## src/rtl/piso_serializer_pkg.sv

```systemverilog
// Shared definitions for the parallel-in serial-out transmitter: FSM state
// encodings and a constant clog2 helper used to size the bit counter.
package piso_serializer_pkg;

  typedef enum logic [1:0] {
    ST_IDLE   = 2'd0,
    ST_SHIFT  = 2'd1,
    ST_PARITY = 2'd2
  } state_t;

  function automatic int clog2(input int value);
    int result;
    result = 0;
    while ((1 << result) < value) result++;
    return result;
  endfunction

endpackage

```

## src/rtl/piso_serializer_bit_counter.sv

```systemverilog
// Loadable down-counter tracking the data bits still to send; it saturates
// at zero so an idle serializer never wraps.
module bit_counter
  import piso_serializer_pkg::*;
#(
  parameter int WIDTH = 16,
  parameter int CNT_W = clog2(WIDTH + 1)
) (
  input  logic             clk,
  input  logic             reset,
  input  logic             load,
  input  logic [CNT_W-1:0] load_value,
  input  logic             dec,
  output logic [CNT_W-1:0] count,
  output logic             zero_next
);

  always_ff @(posedge clk or negedge reset) begin
    if (!reset) begin
      count <= '0;
    end else if (load) begin
      count <= load_value;
    end else if (dec && (count != '0)) begin
      count <= count - 1'b1;
    end
  end

  // High on the edge that consumes the last remaining bit.
  assign zero_next = dec && !load && (count == CNT_W'(1));

endmodule

```

## src/rtl/piso_serializer.sv

```systemverilog
// MSB-first parallel-in serial-out transmitter with a valid/ready load port.
// Define PISO_PARITY_EN to append an even-parity bit after the data bits.
module piso_serializer
  import piso_serializer_pkg::*;
#(
  parameter int WIDTH = 16,
  parameter int CNT_W = clog2(WIDTH + 1)
) (
  input  logic             clk,
  input  logic             reset,
  input  logic             enable,
  input  logic             load_valid,
  output logic             load_ready,
  input  logic [WIDTH-1:0] data_in,
  output logic             sout,
  output logic             sout_valid,
  output logic             sout_first,
  output logic             busy,
  output logic             done
);

  // Handshake: a word transfers on a rising edge where load_valid and
  // load_ready are both high; load_ready is high exactly in IDLE, and
  // load_valid/data_in are ignored in every other state.

  state_t             state, state_next;
  logic [WIDTH-1:0]   shreg;
  logic [CNT_W-1:0]   count;
  logic               last_bit;
  logic               load_fire;
  logic               shift_en;
  logic               done_next;
`ifdef PISO_PARITY_EN
  logic               parity;
`endif

  assign load_fire = (state == ST_IDLE) && load_valid;
  assign shift_en  = (state == ST_SHIFT) && enable;

  bit_counter #(
    .WIDTH (WIDTH),
    .CNT_W (CNT_W)
  ) u_bit_counter (
    .clk        (clk),
    .reset      (reset),
    .load       (load_fire),
    .load_value (CNT_W'(WIDTH)),
    .dec        (shift_en),
    .count      (count),
    .zero_next  (last_bit)
  );

  always_ff @(posedge clk or negedge reset) begin
    if (!reset) begin
      state <= ST_IDLE;
      done  <= 1'b0;
    end else begin
      state <= state_next;
      done  <= done_next;
    end
  end

  always_ff @(posedge clk or negedge reset) begin
    if (!reset) begin
      shreg <= '0;
    end else if (load_fire) begin
      shreg <= data_in;
    end else if (shift_en) begin
      shreg <= {shreg[WIDTH-2:0], 1'b0};
    end
  end

`ifdef PISO_PARITY_EN
  always_ff @(posedge clk or negedge reset) begin
    if (!reset) begin
      parity <= 1'b0;
    end else if (load_fire) begin
      parity <= ^data_in;
    end
  end
`endif

  always_comb begin
    state_next = state;
    done_next  = 1'b0;
    case (state)
      ST_IDLE: begin
        if (load_valid) state_next = ST_SHIFT;
      end
      ST_SHIFT: begin
        if (last_bit) begin
`ifdef PISO_PARITY_EN
          state_next = ST_PARITY;
`else
          state_next = ST_IDLE;
          done_next  = 1'b1;
`endif
        end
      end
      ST_PARITY: begin
`ifdef PISO_PARITY_EN
        if (enable) begin
          state_next = ST_IDLE;
          done_next  = 1'b1;
        end
`else
        state_next = ST_IDLE;
`endif
      end
      default: state_next = ST_IDLE;
    endcase
  end

  always_comb begin
    sout       = 1'b0;
    sout_valid = 1'b0;
    sout_first = 1'b0;
    busy       = 1'b0;
    load_ready = 1'b0;
    case (state)
      ST_IDLE: begin
        load_ready = 1'b1;
      end
      ST_SHIFT: begin
        sout       = shreg[WIDTH-1];
        sout_valid = 1'b1;
        sout_first = (count == CNT_W'(WIDTH));
        busy       = 1'b1;
      end
      ST_PARITY: begin
`ifdef PISO_PARITY_EN
        sout       = parity;
        sout_valid = 1'b1;
        busy       = 1'b1;
`endif
      end
      default: load_ready = 1'b0;
    endcase
  end

endmodule

```

## config.mk

```make
export PLATFORM = sky130hd
export DESIGN_NAME = piso_serializer
export DESIGN_NICKNAME = d
export VERILOG_FILES = /design/src/rtl/piso_serializer_pkg.sv /design/src/rtl/piso_serializer_bit_counter.sv /design/src/rtl/piso_serializer.sv
export SDC_FILE = /design/constraint.sdc
export NUM_CORES = 1
export LEC_CHECK = 0
export ABC_AREA = 1
export CORE_MARGIN = 2
export CORE_UTILIZATION = 40
export CTS_BUF_LIST = sky130_fd_sc_hd__clkbuf_16
export CTS_CLUSTER_DIAMETER = 80
export DETAILED_ROUTE_END_ITERATION = 10
export PLACE_DENSITY = 0.77
export SLEW_MARGIN = 25
export SYNTH_ARGS = -nofsm -noshare
export SYNTH_HDL_FRONTEND = slang
export SYNTH_SLANG_ARGS = --single-unit
```

## constraint.sdc

```tcl
create_clock -name clk -period 2 [get_ports clk]
set_input_delay 0.5 -clock clk [delete_from_list [all_inputs] [get_ports clk]]
set_output_delay 0.5 -clock clk [all_outputs]
set_load 0.005 [all_outputs]
```

; Yosys cells after proc, flatten, opt, wreduce, memory -nomap -nowiden
; Cells that the tools add are included.
[totals]
ff_bits = 24
inputBits = 20
out_inout_bits = 6
wordCells = 34
[classes]
addsub = 1
eq_ne = 5
n_mux = 13
n_reduce_logical = 11
[op_table]
columns = operator, n
row1 = $mux 16, 2
row2 = $mux 5, 2
row3 = $mux 1, 6
row4 = $eq 5x1->1 const B, 1
row5 = $eq 5x5->1 const B, 1
row6 = $logic_and 1x1->1, 5
row7 = $reduce_bool 5->1, 1
row8 = $sub 5x1->5 const B, 1
row9 = $mux 2, 2
row10 = $ne 2x2->1 const B, 2
row11 = $pmux 2 s2, 1
row12 = $reduce_bool 2->1, 2
row13 = $eq 2x1->1 const B, 1
row14 = $logic_not 2->1, 1
row15 = $reduce_and 2->1, 1
row16 = $logic_not 1->1, 1

; Logic depth before layout (Yosys ltp)
[depth]
word_depth = 7
ltp_mapped = 7
ltp_nobuf = 7

; Modules after synthesis
; A second synthesis with hierarchy kept.
[hier_totals]
hier_cells = 198
area_unflattened_um2 = 1372.6
[modules_own_cells]
columns = mod, n_inst, cells_each, area_per_inst_um2, seq_area_each_um2
row1 = piso_serializer, 1, 149, 1031.0, 450.4
row2 = bit_counter, 1, 49, 341.6, 125.1

; Worst setup path before layout
; No wires, ideal clock.
[synth_timing]
path_kind = reg-to-output
startpoint = register u_bit_counter.count[0]
endpoint = output port sout_first
arrival_time_ps = 903
required_time_ps = 1500
path_slack_ps = 597
stages_incl_launch_ff = 5
path_buffers = 0
path_cell_list = dfrtp_1 > inv_1 > ha_1 > nand2_1 > nor3_1
[synth_via]
elab_chain_len = 2
[synth_rtl]
columns = element, line
row1 = "start, declared", piso_serializer_bit_counter.sv:14  ; output logic [CNT_W-1:0] count,
row2 = "start signal, assigned", piso_serializer_bit_counter.sv:22  ; count <= load_value;
row3 = "start signal, assigned", piso_serializer_bit_counter.sv:24  ; count <= count - 1'b1;
row4 = $eq 5x5->1, piso_serializer.sv:127  ; sout_first = (count == CNT_W'(WIDTH));
row5 = $mux 1, piso_serializer.sv:120  ; case (state)
row6 = "end, declared", piso_serializer.sv:17  ; output logic sout_first,
; Every way passes these cells.

; Final worst setup path
; Same ends and word-level chain as after synthesis.

==> reports/qor.yml <==
io_buffers: 25
cp_max_fo: 4
slew_headroom_pct: 79.7
routedWlPerCell_um: 11.9
yosys_warnings: 0
cts_buffer_depth: 2
cellPowerDensity_nw_per_um2: 659
core_area_sq_um: 2710
htreeDepth: 1
rows: 19
syn_to_final_growth_pct: 29.8
die_area_sq_um: 3270
cp-end-kind: "primary output"
post_cts_buffers: 0
hold_viol_final: 0
die_x_um: 57.2
via_per_inst: 5.26
cts_sinks: 23
sequentialPowerShare_pct: 48.7
grt_max_degree: 24
syn-cell-area_sq_um: 1130
status: "complete, no violations"
power_uw: 967
critPathArrivalTime_ps: 1400
antenna_left: 0
grt_pass1_wl_um: 4090
cts_resized: 3
drv_cap: 0
r2r_slack_ps: 630
initial_core_util_pct: 41.7
avgSynthCellArea_sq_um: 8.38
p_int_uw: 778
clkTransAtPathRegs_ps: 60
post-route-drc-count: 0
slew_violations: 0
grtUsageTotal_pct: 16.0
clkPwrFrac_pct: 44.3
drt-total-wl_um: 2280
cts.hold.buffers_added: 0
final-instance-count-excl-fill: 191
synth-seq-cells: 23
gp_congestion: 0.724
nNetsFinal: 183
p_leak_uw: 0.000693
swShare_pct: 19.6
drtIter0Drc: 41
fin_crit_ps: 1900
dpl.hpwl_um: 1670
numCtsBuffers: 3
cts_tree: "done"
drive_gt1_share_pct: 8.13
fin_crit_sh_pct: 95.1
die_y_um: 57.2
ys_types: 17
setup_viol: 0
clk_latency_ps: 250
fin_setup_tns_ps: 0
grt_pass1_vias: 964
dr.pass1.iters: 4
antenna_cells: 0
worstSetupPathType: "register to primary output"
dp.cells: 187
hp-class: "register to register"
rsz0062_at_grt: "false"
clockRootBuffer: "clkbuf_16"
startpoint_type: "register"
antenna_found_initial: 0
cp.required_ps: 1500
synthCells: 135
n_fill_cell: 258
overflow: 0
ir_worst_vdd_v: 0.000539
combPwrFrac_pct: 7.0
worstMarginPinSlew_ps: 303
power_switching_uw: 189
fmax_ghz: 0.526
synth_seq_area_share_pct: 50.9
pin_count: 26
via_count: 1004
syn_nets: 157
finClkSkew_ps: 1.05
final timing paths:
path | startpoint | to | cells past startpoint
worst max-delay path | u_bit_counter.count[0] | sout_first | 5
worst min-delay path | u_bit_counter.count[4] | u_bit_counter.count[4] | 2
worst max register to register | state[0] | shreg[15] | 6
worst min register to register | u_bit_counter.count[4] | u_bit_counter.count[4] | 2
max in group asynchronous | reset | shreg[12] | 2
min in group asynchronous | reset | shreg[5] | 2
through the flow:
stage | util [%] | hold WS (ps) | setup WS [ps] | area (sq um)
detailed placement | 51.2 | 505 | 38.8 | 1390
finish | 54.2 | 511 | 98.0 | 1470
floorplan | - | 204 | 597 | 1130
CTS | 54.2 | 520 | 102 | 1470
global route | 54.2 | 535 | 2.48 | 1470
global placement | 51.2 | 483 | 94.2 | 1390
critical path, cell delays in order (launching register included):
cell and delay, ps:
dfrtp_1 400, inv_2 90, ha_2 210, nand2_1 70, nor3_1 130, dlygate4sd2_1 250
routing by layer:
layer / up-vias / track usage (%) / routed length, um
li1: 492 / - / -
met1: 475 / 19.7 / 1000
met2: 35 / 26.8 / 1110
met3: 2 / 5.44 / 153
met4: 0 / 4.32 / 10
met5: - / 0 / 0
synthesized netlist by cell type:
library cell	count	area (sq um)
xor2_1	1	8.76
nor3_1	1	5.00
inv_1	22	82.6
a21oi_1	2	10.0
dfrtp_1	23	576
nand2_1	12	45.0
ha_1	2	25.0
o21ai_0	36	180
nand2_2	3	18.8
nand3_1	10	50.1
inv_2	1	3.75
o21ai_1	9	45.0
buf_2	3	15.0
buf_4	1	7.51
nor2_1	5	18.8
buf_6	3	33.8
nand4_1	1	6.26
power groups by stage:
stage | registers (uW) | clock network [uW] | logic (uW)
2_1_floorplan | 479 | 0 | 16.0
3_5_place_dp | 479 | 0 | 69.2
5_1_grt | 471 | 459 | 75.4
3_3_place_gp | 479 | 0 | 68.3
6_report | 471 | 428 | 68.1
4_1_cts | 471 | 436 | 69.3
cell usage in the layout, fill, tap and decap left out:
master,n
clkbuf_16,3
dfrtp_1,23
xor2_1,1
nor2_1,5
o21ai_1,9
dlygate4sd2_1,1
inv_2,2
nand2_1,12
o21ai_0,36
nand2_2,3
clkinv_2,1
buf_4,3
nand4_1,1
nor3_1,1
ha_2,1
ha_1,1
clkdlybuf4s50_1,24
a21oi_1,2
inv_1,21
nand3_1,10
layout make-up:
| type | instances | area (sq um) | area share, % |
|---|---|---|---|
| flip-flops and latches | 23 | 576 | 39.2 |
| clock buffers | 3 | 75.1 | 5.12 |
| well taps | 31 | 38.8 | 2.64 |
| inverters | 23 | 86.3 | 5.88 |
| multi-input cells | 82 | 415 | 28.3 |
| clock inverters | 1 | 5.00 | 0.341 |
| repair buffers | 28 | 272 | 18.5 |
sequential cells by signal, indices dropped and copies added, names as in the netlist:
signal / count
state: 1
u_bit_counter.count: 5
shreg: 16
done: 1
cell families after synthesis:
| family | synth area share (%) |
|---|---|
| xor gates and xnor gates | 0.774 |
| buffers and inverters | 12.6 |
| AOI/OAI and AO/OA | 20.8 |
| adders and majority gates | 2.21 |
| and+or+nand+nor | 12.7 |
| DFF | 50.9 |
Note: power is estimated with default switching activity, not from simulation.
